==> config.mk <==
export PLATFORM = sky130hd
export DESIGN_NAME = mux_21_arbiter
export DESIGN_NICKNAME = d
export VERILOG_FILES = /design/src/rtl/mux_arb_pkg.sv /design/src/rtl/mux_21_w.sv /design/src/rtl/mux_21_arbiter.sv
export SDC_FILE = /design/constraint.sdc
export NUM_CORES = 1
export LEC_CHECK = 0
export ABC_AREA = 1
export ABC_CLOCK_PERIOD_IN_PS = 2000
export CAP_MARGIN = 20
export CORE_MARGIN = 8
export CORE_UTILIZATION = 46
export CTS_CLUSTER_DIAMETER = 100
export CTS_CLUSTER_SIZE = 40
export DETAILED_ROUTE_END_ITERATION = 10
export PLACE_DENSITY = 0.8
export SETUP_SLACK_MARGIN = 0.3
export SYNTH_ARGS = -nofsm -noshare
export SYNTH_HDL_FRONTEND = slang
export SYNTH_SLANG_ARGS = --single-unit
==> constraint.sdc <==
create_clock -name i_clk -period 2 [get_ports i_clk]
set_clock_uncertainty 0.15 [all_clocks]
set_input_delay 0.4 -clock i_clk [delete_from_list [all_inputs] [get_ports i_clk]]
set_output_delay 0.4 -clock i_clk [all_outputs]
set_load 0.05 [all_outputs]
==> src/rtl/mux_arb_pkg.sv <==
// Shared encodings for the 2:1 mux arbiter: FSM states, select values
// and a helper mapping a mux select to the matching service state.
package mux_arb_pkg;

  typedef enum logic [1:0] {
    ST_IDLE   = 2'd0,
    ST_SERV_A = 2'd1,
    ST_SERV_B = 2'd2
  } state_t;

  localparam logic SEL_A = 1'b0;
  localparam logic SEL_B = 1'b1;

  function automatic state_t serv_state(input logic s);
    return (s == SEL_B) ? ST_SERV_B : ST_SERV_A;
  endfunction

endpackage

==> src/rtl/mux_21_w.sv <==
// Width-parameterised combinational 2:1 data mux: o_q = i_s ? i_b : i_a.
module mux_21_w #(
  parameter int WIDTH = 8
) (
  input  logic [WIDTH-1:0] i_a,
  input  logic [WIDTH-1:0] i_b,
  input  logic             i_s,
  output logic [WIDTH-1:0] o_q
);

  assign o_q = i_s ? i_b : i_a;

endmodule

==> src/rtl/mux_21_arbiter.sv <==
// Round-robin owner of a shared 2:1 mux: grants A or B, bursts up to
// MAX_BURST words under contention, forwards the selected word via valid/ready.
module mux_21_arbiter
  import mux_arb_pkg::*;
#(
  parameter int WIDTH     = 8,
  parameter int MAX_BURST = 4
) (
  input  logic             i_clk,
  input  logic             i_rst,
  input  logic             i_req_a,
  input  logic [WIDTH-1:0] i_data_a,
  input  logic             i_req_b,
  input  logic [WIDTH-1:0] i_data_b,
  input  logic             i_out_ready,
  output logic             o_gnt_a,
  output logic             o_gnt_b,
  output logic             o_ack_a,
  output logic             o_ack_b,
  output logic             o_sel,
  output logic             o_out_valid,
  output logic [WIDTH-1:0] o_out_data
);

  localparam logic [7:0] LP_CNT_LAST = 8'(MAX_BURST - 1);

  state_t     r_state;
  logic       r_sel;
  logic       r_last;
  logic       r_gnt_a;
  logic       r_gnt_b;
  logic [7:0] r_burst_cnt;

  logic w_serv_a;
  logic w_serv_b;
  logic w_req_own;
  logic w_req_oth;
  logic w_oth_sel;
  logic w_own_sel;
  logic w_idle_go;
  logic w_idle_sel;
  logic w_valid;
  logic w_xfer;
  logic w_at_limit;

  always_comb begin
    w_serv_a   = (r_state == ST_SERV_A);
    w_serv_b   = (r_state == ST_SERV_B);
    w_req_own  = w_serv_a ? i_req_a : i_req_b;
    w_req_oth  = w_serv_a ? i_req_b : i_req_a;
    w_own_sel  = w_serv_a ? SEL_A : SEL_B;
    w_oth_sel  = w_serv_a ? SEL_B : SEL_A;
    w_idle_go  = i_req_a | i_req_b;
    // A wins a tie only when B was the side served last.
    w_idle_sel = (i_req_a && (!i_req_b || (r_last == SEL_B))) ? SEL_A : SEL_B;
    // Reset masks the handshake so an in-flight word is dropped, never acked.
    w_valid    = ((w_serv_a & i_req_a) | (w_serv_b & i_req_b)) & ~i_rst;
    w_xfer     = w_valid & i_out_ready;
    w_at_limit = (r_burst_cnt == LP_CNT_LAST);
  end

  always_ff @(posedge i_clk) begin
    if (i_rst) begin
      r_state     <= ST_IDLE;
      r_sel       <= SEL_A;
      r_last      <= SEL_B;
      r_gnt_a     <= 1'b0;
      r_gnt_b     <= 1'b0;
      r_burst_cnt <= 8'd0;
    end else begin
      case (r_state)
        ST_IDLE: begin
          if (w_idle_go) begin
            r_state <= serv_state(w_idle_sel);
            r_sel   <= w_idle_sel;
            r_gnt_a <= (w_idle_sel == SEL_A);
            r_gnt_b <= (w_idle_sel == SEL_B);
          end
        end
        ST_SERV_A, ST_SERV_B: begin
          if (w_xfer) begin
            r_last <= w_own_sel;
          end
          if ((w_xfer && w_at_limit && w_req_oth) || (!w_req_own && w_req_oth)) begin
            r_state     <= serv_state(w_oth_sel);
            r_sel       <= w_oth_sel;
            r_gnt_a     <= (w_oth_sel == SEL_A);
            r_gnt_b     <= (w_oth_sel == SEL_B);
            r_burst_cnt <= 8'd0;
          end else if (!w_req_own) begin
            r_state     <= ST_IDLE;
            r_gnt_a     <= 1'b0;
            r_gnt_b     <= 1'b0;
            r_burst_cnt <= 8'd0;
          end else if (w_xfer && !w_at_limit) begin
            r_burst_cnt <= r_burst_cnt + 8'd1;
          end
        end
        default: begin
          r_state     <= ST_IDLE;
          r_gnt_a     <= 1'b0;
          r_gnt_b     <= 1'b0;
          r_burst_cnt <= 8'd0;
        end
      endcase
    end
  end

  assign o_gnt_a     = r_gnt_a;
  assign o_gnt_b     = r_gnt_b;
  assign o_sel       = r_sel;
  assign o_out_valid = w_valid;
  assign o_ack_a     = w_xfer & w_serv_a;
  assign o_ack_b     = w_xfer & w_serv_b;

  mux_21_w #(
    .WIDTH(WIDTH)
  ) u_data_mux (
    .i_a(i_data_a),
    .i_b(i_data_b),
    .i_s(r_sel),
    .o_q(o_out_data)
  );

endmodule

==> run_results.csv, run 1 <==
group,metric,value,unit
placed_design,gp_congestion,0.966,
timing,maxSlewViolCount,0,
synth,syn_avg_cell_area,5.97,um2
pwr,p_comb_share,71.4,%
route,drc,0,
clock_network,cts-root-buf,"clkbuf_4",
cells_and_area,final_cell_mix,"49 x nand2_1, 28 x nor2_1, 24 x buf_4, 16 x inv_1, 16 x nand3_1",
critical_path,path_cells,"inv_4 > ha_4 > nand2_2 > nand2_4 > nand2_4 > nor2_4 > inv_4 > nor2_4 > buf_12",
route,drt_pass1_iterations,4,
critical_path,critPathKind,"reg -> out",
cells_and_area,fin_cells,267,
route,wl_per_cell,15.5,um
timing,tightest_slew,0.369,ns
critical_path,cp.buffers_inverters,3,
timing,tns,-0.105,ns
cells_and_area,synthToLayoutAreaGrowth,76.3,%
synth,syn_area,1080,um2
synth,yosysWarningCount,0,
route,wl,4130,um
outcome,status,"complete, but fails checks",
flow_run,maxCapViolations,0,
pwr,p_sw,0.973,mW
global_routing,grt_pass1_wl,6360,um
cells_and_area,final_common_cell,"nand2_1",
synth,syn_nets,207,
min_path,min_path_type,"reg -> reg",
pwr,clkPwrFrac,8.6,%
cells_and_area,diodes,0,
floorplan,core_area,2210,um2
route,drt_iter0_markers,62,
route,ant_nets,0,
global_routing,grt_max_degree,11,
synth,ys_types,30,
pwr,p_leak,0.987,nW
critical_path,cp_max_fo,3,
timing,max_freq,0.484,GHz
floorplan,die_h,64.5,um
global_routing,grt_pass1_vias,1442,
critical_path,critPathTopFamily,"simple AND/OR/NAND/NOR gates",
clock_network,clk_pin_slew,0.09,ns
global_routing,globalRouteOverflowTotal,0,
timing,setup_violations,3,
timing,setup_slack,-0.0663,ns
timing,fin_crit_sh,103,%
pwr,cell_internal_pwr,0.943,mW
placed_design,io_buffers,34,
timing,fin_crit,2.07,ns
clock_network,cts.path.max_buffers,2,
global_routing,grt.total_usage,18.5,%
route,vias,1459,
pwr,swShare,50.8,%
timing,rsz0062_at_grt,"yes",
floorplan,ios,35,
critical_path,end_kind,"output pin",
pwr,power.share.sequential,20.0,%
clock_network,cts_tree,"built",
synth,syn_inst,181,
floorplan,die_w,64.5,um
critical_path,cp_data_arrival_time,1.52,ns
critical_path,cpPeakStageDelay,0.38,ns
critical_path,start_kind,"register",
route,drt-vias-per-instance,5.46,
floorplan,die-area,4160,um2
clock_network,clk_latency,0.29,ns
clock_network,hold_buffers,0,
placed_design,place_inst,251,
synth,synth-seq-cells,12,
timing,max_slew_margin,75.1,%
outcome,violations,"negative setup slack",
clock_network,cts_buffers,3,
cells_and_area,nNetsFinal,266,
clock_network,htreeDepth,1,
timing,finalHoldViolations,0,
floorplan,row_count,17,
cells_and_area,drive_gt1_share,33.5,%
cells_and_area,fillers,118,
pwr,vdd_drop_max,771,uV
placed_design,dpl.hpwl,2780,um
floorplan,start_util,48.9,%
synth,seq_area_frac_synth,22.2,%
critical_path,critPathRequiredTime,1.45,ns
pwr,power_density,1010,nW/um2
global_routing,antenna_found_initial,0,
clock_network,cts_sinks,12,
critical_path,cp_slowest_cell,"dfxtp_4",
==> tightest hold or removal path, delay by kind of cell, from the launching register on <==
family / cells / cell delay (ns)
compound gates: 1 / 0.05
simple gates: 1 / 0.08
flops: 1 / 0.37
==> logic make-up (layout without fill, tap and decap cells) <==
family,Yosys count,after routing,share of synthesized area (%)
flip-flops,12,12,22.2
AND/OR/NAND/NOR,122,122,53.4
adder cells (fa/ha/maj),5,5,5.79
AO/OA/AOI/OAI,13,13,7.29
XOR/XNOR,1,1,0.810
buffers and inverters,28,86,10.5
==> per-stage QoR <==
stage / area (um2) / util [%] / hold WS, ns / power [mW] / setup slack [ns]
after floorplan: 1150 / - / 0.309 / 1.14 / 0.114
after global placement: 1690 / 76.4 / 0.331 / 1.56 / -0.111
after detailed placement: 1690 / 76.4 / 0.360 / 1.60 / -0.175
after CTS: 1820 / 82.1 / 0.373 / 1.83 / -0.0552
after global routing: 1910 / 86.1 / 0.412 / 2.03 / -0.126
final: 1910 / 86.1 / 0.382 / 1.92 / -0.0663
==> synth_stat cells (all sizes together) <==
cell	n	area share (%)
nand4	5	4.3
clkinv	2	0.69
xor2	1	0.81
o21ai	4	2.2
nand3	18	10
dfxtp	12	22
a21o	1	0.69
a21oi	7	3.6
nand2	64	24
nor3b	1	0.69
clkbuf	2	0.81
inv	24	9.0
nor3	1	0.46
nor2	33	14
ha	5	5.8
o311ai	1	0.81
==> power by group through the flow <==
stage | logic [mW] | clock network (mW) | registers, mW
3_5_place_dp | 1.22 | 0 | 0.380
3_3_place_gp | 1.18 | 0 | 0.374
2_1_floorplan | 0.733 | 0 | 0.406
5_1_grt | 1.47 | 0.169 | 0.391
4_1_cts | 1.29 | 0.163 | 0.381
6_report | 1.37 | 0.165 | 0.384
==> flip-flops by register name, summed over array words and instances, names as in the netlist <==
| name | flops |
|---|---|
| o_sel | 1 |
| r_burst_cnt | 8 |
| r_state | 1 |
| r_last | 1 |
| o_gnt_a | 1 |
==> repair_timing <==
item | in CTS | in global routing
cloned | 0 | 0
buffers inserted | 8 | 4
gates resized for setup | 19 | 18
endpoints found under the setup margin | 23 | 22
pin swaps | 15 | 26
==> worst paths after layout <==
check	startpoint	to	slack, ns	cells past startpoint
setup / recovery	o_gnt_a$_SDFFE_PP0P_	o_ack_a	-0.07	9
hold / removal	r_burst_cnt[6]$_SDFFE_PP0P_	r_burst_cnt[6]$_SDFFE_PP0P_	0.38	2
setup reg to reg	r_state[1]$_SDFFE_PP0P_	r_burst_cnt[5]$_SDFFE_PP0P_	0.02	10
hold reg to reg	r_burst_cnt[6]$_SDFFE_PP0P_	r_burst_cnt[6]$_SDFFE_PP0P_	0.38	2
==> routing by layer <==
metal	part of all wire, %	global-route usage, %	vias to the layer above
met1	39	21.1	651
met5	0	0	-
met2	49	31.2	101
met3	7.6	4.81	24
li1	-	-	683
met4	4.1	9.26	0
==> area by class of cell <==
cell class,count,area [um2],area share (%)
sequential,12,251,13.2
tap,28,35.0,1.84
clock buffer,4,26.3,1.38
multi-input combinational,141,837,43.9
timing repair buffer,56,631,33.1
inverter,26,125,6.57
(Power assumes the default switching activity.)
==> run 2: changes to the inputs <==
- SETUP_SLACK_MARGIN: 0.3 -> unset
==> run 2 against run 1 <==
Against the previous run:
- the run still ends with negative setup slack left
- global-route usage grew 0.15 points
- worst setup slack lost 0.0036 ns
- via count shrank 4.5%
- sequential share of layout area grew 0.34 points
- highest routed layer unchanged
==> run_results.csv, run 2 (synthesis results as in run 1) <==
group,metric,value,unit
outcome,status,"complete, but fails checks",
outcome,violations,"negative setup slack",
route,ant_nets,0,
critical_path,r2r_cells,11,
timing,tightest_slew,0.325,ns
clock_network,cts_tree,"built",
clock_network,cts.path.max_buffers,2,
route,wl_per_cell,15.3,um
global_routing,grt_pass1_vias,1365,
clock_network,hold_buffers,0,
global_routing,globalRouteOverflowTotal,0,
route,drt-vias-per-instance,5.24,
placed_design,post-place-ws,-0.163,ns
pwr,p_sw,0.954,mW
cells_and_area,drive_gt1_share,30.3,%
clock_network,clk_latency,0.28,ns
global_routing,antenna_found_initial,0,
cells_and_area,top_register,"r_burst_cnt",
timing,max_slew_margin,78.0,%
timing,fin_crit_sh,103,%
floorplan,die_w,64.5,um
cells_and_area,fin_area,1840,um2
route,vias,1393,
placed_design,gp_congestion,0.895,
floorplan,ios,35,
critical_path,critPathRequiredTime,2.06,ns
pwr,power_density,1030,nW/um2
clock_network,clk_pin_slew,0.09,ns
timing,max_freq,0.483,GHz
pwr,p_leak,0.880,nW
pwr,vdd_drop_max,878,uV
timing,fin_crit,2.07,ns
route,drc,0,
timing,finalHoldViolations,0,
floorplan,die-area,4160,um2
floorplan,die_h,64.5,um
flow_run,maxCapViolations,0,
route,drt_pass1_iterations,4,
pwr,cell_internal_pwr,0.942,mW
global_routing,grt.total_usage,18.7,%
critical_path,cp_data_arrival_time,2.13,ns
placed_design,dpl.hpwl,2750,um
critical_path,r2r-start,"r_state[1]$_SDFFE_PP0P_",
cells_and_area,diodes,0,
global_routing,grt_pass1_wl,6380,um
clock_network,cts_buffers,3,
cells_and_area,fin_cells,266,
cells_and_area,final_common_cell,"nand2_1",
critical_path,r2r_end,"r_burst_cnt[2]$_SDFFE_PP0P_",
critical_path,cp_max_fo,7,
critical_path,start_kind,"register",
route,drt_iter0_markers,113,
cells_and_area,nNetsFinal,265,
timing,setup_slack,-0.0699,ns
pwr,power.share.sequential,20.0,%
clock_network,cts-root-buf,"clkbuf_4",
route,wl,4080,um
timing,tns,-0.116,ns
floorplan,start_util,48.9,%
clock_network,htreeDepth,1,
pwr,p_comb_share,69.5,%
floorplan,row_count,17,
timing,rsz0062_at_grt,"yes",
clock_network,cts_sinks,12,
min_path,whs_path_depth,2,
floorplan,core_area,2210,um2
min_path,min_path_type,"reg -> reg",
critical_path,r2r_slack,-0.07,ns
critical_path,critPathKind,"reg -> reg",
critical_path,end_kind,"register",
cells_and_area,final_cell_mix,"55 x nand2_1, 28 x nor2_1, 24 x buf_4, 18 x inv_1, 18 x clkdlybuf4s50_1",
pwr,swShare,50.3,%
cells_and_area,synthToLayoutAreaGrowth,70.1,%
cells_and_area,largest_reg_flops,8,
placed_design,placed_area,1680,um2
placed_design,place_inst,253,
min_path,worstHoldEndpoint,"r_burst_cnt[7]$_SDFFE_PP0P_",
placed_design,io_buffers,34,
global_routing,grt_max_degree,11,
timing,setup_violations,3,
pwr,clkPwrFrac,10.5,%
timing,maxSlewViolCount,0,
min_path,hp-start,"r_burst_cnt[7]$_SDFFE_PP0P_",
run 2: changes by cell type in the layout (fill, tap and decap cells not counted), sizes merged:
| cell | delta |
|---|---|
| buf | -1 |
| inv | -1 |
| clkinvlp | +1 |
| dlymetal6s2s | -10 |
| dlygate4sd2 | -3 |
| clkdlybuf4s50 | +13 |
run 2: critical path, cell delays in order, from the launching register on:
cell     delay (ns)
dfxtp_4        0.39
inv_4          0.05
ha_4           0.16
buf_4          0.16
o21ai_2        0.23
inv_6          0.07
nor2_8         0.13
nand4_4        0.18
buf_4          0.19
nand3_1        0.08
nand2_1        0.07
nor2_1         0.13
run 2: worst max path at each step:
| stage | startpoint | endpoint | slack (ns) | depth (start not counted) |
|---|---|---|---|---|
| after floorplan | o_gnt_a$_SDFFE_PP0P_ | r_burst_cnt[7]$_SDFFE_PP0P_ | 0.05 | 10 |
| after global placement | i_req_b | r_burst_cnt[0]$_SDFFE_PP0P_ | -0.12 | 10 |
| after detailed placement | i_req_a | o_gnt_a$_SDFFE_PP0P_ | -0.16 | 10 |
| after CTS | r_state[1]$_SDFFE_PP0P_ | o_ack_b | -0.02 | 9 |
| after global routing | r_state[1]$_SDFFE_PP0P_ | r_burst_cnt[2]$_SDFFE_PP0P_ | -0.13 | 11 |
| final | r_state[1]$_SDFFE_PP0P_ | r_burst_cnt[2]$_SDFFE_PP0P_ | -0.07 | 11 |
run 2: area by class of cell:
class	instances	area, um2
well taps	28	35.0
inverters	26	116
fillers	133	373
repair buffers	55	598
multi-input cells	141	805
flip-flops and latches	12	249
clock buffers	4	36.3
run 2: layer usage:
metal	up-vias	global-route usage [%]	wire length, um
met2	62	35.4	2170
met3	10	4.30	313
met1	639	20.0	1540
met4	0	5.18	63
met5	-	0	0
li1	682	-	-
run 2: timing repair:
| item | CTS | global route |
|---|---|---|
| pin swaps | 4 | 5 |
| gates resized for setup | 10 | 10 |
| buffers inserted | 6 | 3 |
| endpoints found under the setup margin | 2 | 14 |
run 2: metrics by stage:
| stage | utilization, % | hold slack [ns] | power (mW) |
|---|---|---|---|
| 3_5_place_dp | 75.8 | 0.355 | 1.58 |
| 6_report | 83.1 | 0.375 | 1.90 |
| 4_1_cts | 80.4 | 0.366 | 1.81 |
| 3_3_place_gp | 75.8 | 0.344 | 1.54 |
| 2_1_floorplan | - | 0.309 | 1.09 |
| 5_1_grt | 83.1 | 0.413 | 2.00 |
run 2: power by group through the flow:
stage          registers, mW  clock network (mW)  logic, mW
2_1_floorplan          0.402                   0      0.691
3_3_place_gp           0.371                   0       1.17
3_5_place_dp           0.376                   0       1.20
4_1_cts                0.372               0.198       1.24
5_1_grt                0.390               0.206       1.41
6_report               0.380               0.199       1.32
==> run 3: changes to the inputs <==
--- a/constraint.sdc
+++ b/constraint.sdc
@@ -3,3 +3,3 @@
 set_input_delay 0.4 -clock i_clk [delete_from_list [all_inputs] [get_ports i_clk]]
 set_output_delay 0.4 -clock i_clk [all_outputs]
-set_load 0.05 [all_outputs]
+set_load 0.005 [all_outputs]
==> run 3 against run 2 <==
Against the previous run:
- clock power is 20% lower
- sequential cell count did not move
- die area did not move
- critical endpoint is now o_ack_b
- cell count unchanged
- sequential share of layout area is 1.3 points higher
- the run now ends clean
- worst setup slack improved by 0.13 ns
- fmax increased by 6.7%
==> run_results.csv, run 3 (synthesis results as in run 1) <==
group,metric,value,unit
placed_design,dpl.hpwl,2830,um
timing,max_slew_margin,79.2,%
clock_network,htreeDepth,1,
critical_path,start_kind,"register",
clock_network,clk_latency,0.29,ns
floorplan,core_area,2210,um2
pwr,p_sw,0.624,mW
route,wl,3620,um
timing,fin_crit,1.94,ns
cells_and_area,fin_area,1670,um2
timing,finalHoldViolations,0,
pwr,power.share.sequential,25.7,%
cells_and_area,fillers,180,
global_routing,grt_pass1_wl,5550,um
critical_path,cp_data_arrival_time,1.39,ns
clock_network,cts-root-buf,"clkbuf_4",
timing,setup_slack,0.0605,ns
floorplan,start_util,48.9,%
cells_and_area,regArea,248,um2
placed_design,io_buffers,34,
pwr,finalPower,1.39,mW
min_path,min_path_type,"reg -> reg",
cells_and_area,top_register,"r_burst_cnt",
route,drt_pass1_iterations,4,
critical_path,r2r_end,"r_burst_cnt[4]$_SDFFE_PP0P_",
global_routing,grt_pass1_vias,1317,
critical_path,critPathKind,"reg -> out",
floorplan,ios,35,
timing,setup_violations,0,
cells_and_area,diodes,0,
global_routing,antenna_found_initial,0,
pwr,swShare,45.0,%
pwr,cell_internal_pwr,0.764,mW
critical_path,end_kind,"output pin",
route,drt-vias-per-instance,5.09,
pwr,power_density,831,nW/um2
placed_design,place_inst,260,
critical_path,r2r_slack,0.09,ns
timing,maxSlewViolCount,0,
critical_path,r2r-start,"r_state[1]$_SDFFE_PP0P_",
pwr,vdd_drop_max,576,uV
flow_run,maxCapViolations,0,
route,ant_nets,0,
cells_and_area,nNetsFinal,266,
floorplan,die_h,64.5,um
timing,fin_crit_sh,97.0,%
min_path,hp-start,"r_last$_SDFFE_PP1P_",
floorplan,die-area,4160,um2
cells_and_area,fin_cells,266,
global_routing,grt.total_usage,16.3,%
pwr,clkPwrFrac,11.5,%
min_path,whs_path_depth,2,
cells_and_area,multiInputGateArea,772,um2
min_path,worstHoldEndpoint,"r_last$_SDFFE_PP1P_",
cells_and_area,final_common_cell,"nand2_1",
cells_and_area,final_cell_mix,"58 x nand2_1, 31 x nor2_1, 21 x clkdlybuf4s50_1, 21 x buf_4, 18 x inv_1",
global_routing,grt_max_degree,10,
timing,rsz0062_at_grt,"yes",
placed_design,gp_congestion,0.918,
floorplan,row_count,17,
global_routing,globalRouteOverflowTotal,0,
route,drt_iter0_markers,63,
route,drc,0,
timing,tightest_slew,0.310,ns
pwr,p_comb_share,62.8,%
critical_path,critPathRequiredTime,1.45,ns
clock_network,cts_buffers,3,
placed_design,placed_area,1590,um2
clock_network,clk_pin_slew,0.08,ns
outcome,status,"finished clean",
critical_path,cp_max_fo,4,
critical_path,r2r_cells,13,
cells_and_area,synthToLayoutAreaGrowth,54.5,%
clock_network,cts.path.max_buffers,2,
floorplan,die_w,64.5,um
route,wl_per_cell,13.6,um
clock_network,cts_sinks,12,
timing,max_freq,0.516,GHz
cells_and_area,largest_reg_flops,8,
pwr,p_leak,0.837,nW
route,vias,1354,
cells_and_area,drive_gt1_share,21.8,%
placed_design,post-place-ws,-0.404,ns
clock_network,cts_tree,"built",
==> run 3: layer usage <==
metal,GRT usage (%),wire (um)
met5,0,0
met4,5.99,73
met3,2.41,217
met2,31.7,1870
met1,17.2,1450
==> run 3: layout make-up <==
cell class / count / area share [%]
Multi-Input combinational cell: 141 / 46.2
Sequential cell: 12 / 14.8
Timing Repair Buffer: 56 / 28.8
Clock buffer: 3 / 1.35
Inverter: 26 / 6.67
Tap cell: 28 / 2.10
==> run 3: through the flow <==
step,util [%],hold WS (ns),setup TNS (ns)
after detailed placement,71.9,0.355,-2.91
after global routing,75.5,0.401,-0.107
after global placement,71.9,0.342,-2.34
after CTS,73.0,0.375,0
final,75.5,0.371,0
after floorplan,-,0.310,0
==> run 3: worst max path at each step <==
| stage | start | endpoint | cells past startpoint |
|---|---|---|---|
| after floorplan | r_state[1]$_SDFFE_PP0P_ | r_burst_cnt[7]$_SDFFE_PP0P_ | 10 |
| after global placement | i_req_a | o_ack_b | 8 |
| after detailed placement | i_req_a | o_ack_a | 8 |
| after CTS | o_gnt_a$_SDFFE_PP0P_ | o_out_valid | 8 |
| after global routing | o_gnt_a$_SDFFE_PP0P_ | r_burst_cnt[3]$_SDFFE_PP0P_ | 13 |
| final | r_state[1]$_SDFFE_PP0P_ | o_ack_b | 9 |
==> run 3: repair_timing <==
action / in CTS / in global routing
gates resized for setup: 27 / 14
hold buffers: 0 / 0
buffers inserted: 2 / 1
setup endpoints to repair: 18 / 10
pin swaps: 2 / 3
==> run 3: worst max-delay path, cell delays in order (launching register included) <==
cell,delay (ns)
dfxtp_4,0.37
inv_4,0.06
ha_4,0.13
nand2_2,0.06
nand2_2,0.09
nand2_4,0.06
nor2_4,0.09
inv_2,0.05
nor2_1,0.08
buf_2,0.12
==> run 3: power groups by stage <==
stage | combinational, mW | clock, mW | sequential, mW
floorplan | 0.487 | 0 | 0.339
global placement | 0.835 | 0 | 0.343
detailed placement | 0.864 | 0 | 0.348
CTS | 0.840 | 0.156 | 0.346
global route | 0.970 | 0.164 | 0.366
finish | 0.872 | 0.159 | 0.357
==> patch (settings of run 3) <==
The 3 states of `state_t` get a one-hot encoding in 3 bits.
--- a/src/rtl/mux_arb_pkg.sv
+++ b/src/rtl/mux_arb_pkg.sv
@@ -3,8 +3,8 @@
 package mux_arb_pkg;
 
-  typedef enum logic [1:0] {
-    ST_IDLE   = 2'd0,
-    ST_SERV_A = 2'd1,
-    ST_SERV_B = 2'd2
+  typedef enum logic [2:0] {
+    ST_IDLE   = 3'b001,
+    ST_SERV_A = 3'b010,
+    ST_SERV_B = 3'b100
   } state_t;
 
Function: same outputs for any inputs over 10 cycles, from zero or initial values and one cycle with i_rst high; not proved beyond that.
==> patch against run 3 <==
Power down 15%. Clock power up 14%. Final area down 2.6%. Non-clock buffer count up 2. Synthesized area up 1.0%. Wire length down 5.3%. Count of clock-buffer cells in the layout up 1. Highest routed layer unchanged. Critical path type unchanged. Die area up 0.79%. Worst setup slack worse by 46 ps. Sequential cell count up 1.
==> patch: results (changes against run 3) <==
GRT:
- The global-route track usage on met2 is 0.273 (was 0.317).
- The pin count of the biggest net entering global routing is 17 (was 10).
- The global routing usage on met1 is 0.167 (was 0.172).
- The total global routing track utilization is 0.150 (was 0.163).
- The global-route wire length before repair is 5.22 mm (was 5.55 mm).
- The layer with the highest usage is met2 (unchanged).
- The global-route met3 utilization is 0.0292 (was 0.0241).
- The via count of the first global-routing pass is 1,223 (was 1,317).

Routing:
- The length of the first detailed-routing pass in iterations is 6 (was 4).
- The length of routed met2 wiring came to 1.76 mm (was 1.87 mm).
- The routed wire length on met3 is 198 um (was 217 um).
- The post-detailed-route via-to-cell ratio is 5.21 (was 5.09).
- The routed wire length per instance was 13.8 um (was 13.6 um).
- The violation count after the first detailed-route iteration is 64 (was 63).
- The routed metal-1 wire length came to 1.43 mm (was 1.45 mm).
- The topmost layer with routed signal wires is met4 (unchanged).

Finish:
- The final cell count without fillers is 248 (was 266).
- The final net count is 243 (was 266).
- The finished layout cell area is 0.00163 sq mm (was 0.00167 sq mm).
- The most flop-heavy register was r_burst_cnt (unchanged).
- The number of antenna cells inserted is 0 (unchanged).
- The proportion of layout cells with a drive suffix above 1 came to 0.309 (was 0.218).
- The filler cell count in the final layout came to 185 (was 180).

Setup path:
- The peak per-stage delay on the critical path came to 370 ps (about the same).
- The cell at the slowest stage of the critical path is dfxtp_4 (unchanged).
- The largest delay contributor family on the critical path was flip-flops (was simple AND/OR/NAND/NOR gates).
- The largest driver fanout on the critical path came to 2 (was 4).
- The data arrival at the endpoint of the critical path is 1440 ps (was 1390 ps).

Synth:
- The proportion of synthesized flip-flops having asynchronous set or reset was 0 (unchanged).
- Synth cell count leaders: nand2_1 (49), nand3_1 (16), nor2_1 (15) (was nand2_1 (59), nor2_1 (31), inv_1 (21)).
- The average footprint of a synthesized cell was 6.70 sq um (was 5.97 sq um).
- The warning count from the yosys run is 0 (unchanged).
- The number of distinct standard cells referenced by the synthesized netlist is 32 (was 30).
- Biggest area contributors in the synthesized netlist: dfxtp_1 (24%), nand2_1 (17%), nand3_1 (7.3%) (was dfxtp_1 (22%), nand2_1 (20%), nor2_1 (11%)).
- The net count after synthesis was 185 (was 207).
- The sequential area share after synthesis came to 0.238 (was 0.222).

Status:
- Result of the run: complete, no violations (unchanged).

Placed design:
- The count of buffers from port buffering is 34 (unchanged).
- The area of placed instances is 0.00155 sq mm (was 0.00159 sq mm).
- The placed wire-length estimate came to 2.59 mm (was 2.83 mm).
- The global placer's final weighted congestion is 0.939 (was 0.918).
- The post-placement setup slack came to -511 ps (was -404 ps).

Clock tree:
- The depth of the CTS H-tree is 1 (unchanged).
- The clock root buffer is clkbuf_4 (unchanged).
- The clock slew seen by the registers of the worst setup and hold paths was 100 ps (was 80 ps).

Timing:
- The relative slew slack is 0.804 (was 0.792).

Power and ir drop:
- The total net switching power is 488 uW (was 624 uW).
- The maximum ir drop on the vdd rail is 0.609 mV (was 0.576 mV).
- The cell leakage power is 0.000781 uW (was 0.000837 uW).
==> patch: cell types whose count changed in the layout (fill, tap and decap cells not counted), sizes merged, moves of 4 or more <==
cell,change
inv,-8
nand2,-11
nor2,-14
nand3,+4
ha,-4
a21oi,+6
==> patch: repair_timing <==
| action | CTS | global route |
|---|---|---|
| hold buffers | 0 | 0 |
| gates resized for setup | 25 | 10 |
| setup endpoints to repair | 11 | 9 |
| buffers inserted | 3 | 2 |
| endpoints found under the hold margin | 0 | 0 |
| pin swaps | 3 | 4 |
| gates cloned | 0 | 1 |
==> patch: kinds of logic (layout without fill, tap and decap cells) <==
family,count (synthesis),count (layout),synth area share
simple gates,105,106,0.493
buf+inv,22,78,0.113
compound gates,21,21,0.136
flops,13,13,0.238
fa+ha+maj,1,1,0.0115
xor+xnor,1,1,0.00802
==> patch: cell type report <==
class                           count  area share
Inverter                           16      0.0369
Tap cell                           28      0.0215
Timing Repair Buffer               58       0.303
Sequential cell                    13       0.165
Clock buffer                        4      0.0162
Multi-Input combinational cell    129       0.457
==> patch: worst register-to-register path: cells and delay by family, from the launching register on <==
family	cells	cell delay (ps)
buf+inv	1	180
simple gates	5	760
compound gates	1	100
fa+ha+maj	1	210
flops	1	380
==> patch: power groups by stage <==
stage / Sequential, uW / Combinational [uW] / Clock (uW)
after floorplan: 367 / 398 / 0
after global placement: 386 / 586 / 0
after detailed placement: 390 / 611 / 0
after CTS: 391 / 598 / 174
after global routing: 405 / 673 / 186
final: 396 / 607 / 181
==> patch: worst paths after layout <==
path                   from              to  slack (ps)  cells after the start
max reg2reg  r_burst_cnt[1]  r_burst_cnt[5]         140                      8
min          r_burst_cnt[5]  r_burst_cnt[5]         370                      2
min reg2reg  r_burst_cnt[5]  r_burst_cnt[5]         370                      2
max              r_state[0]         o_ack_a          10                      7
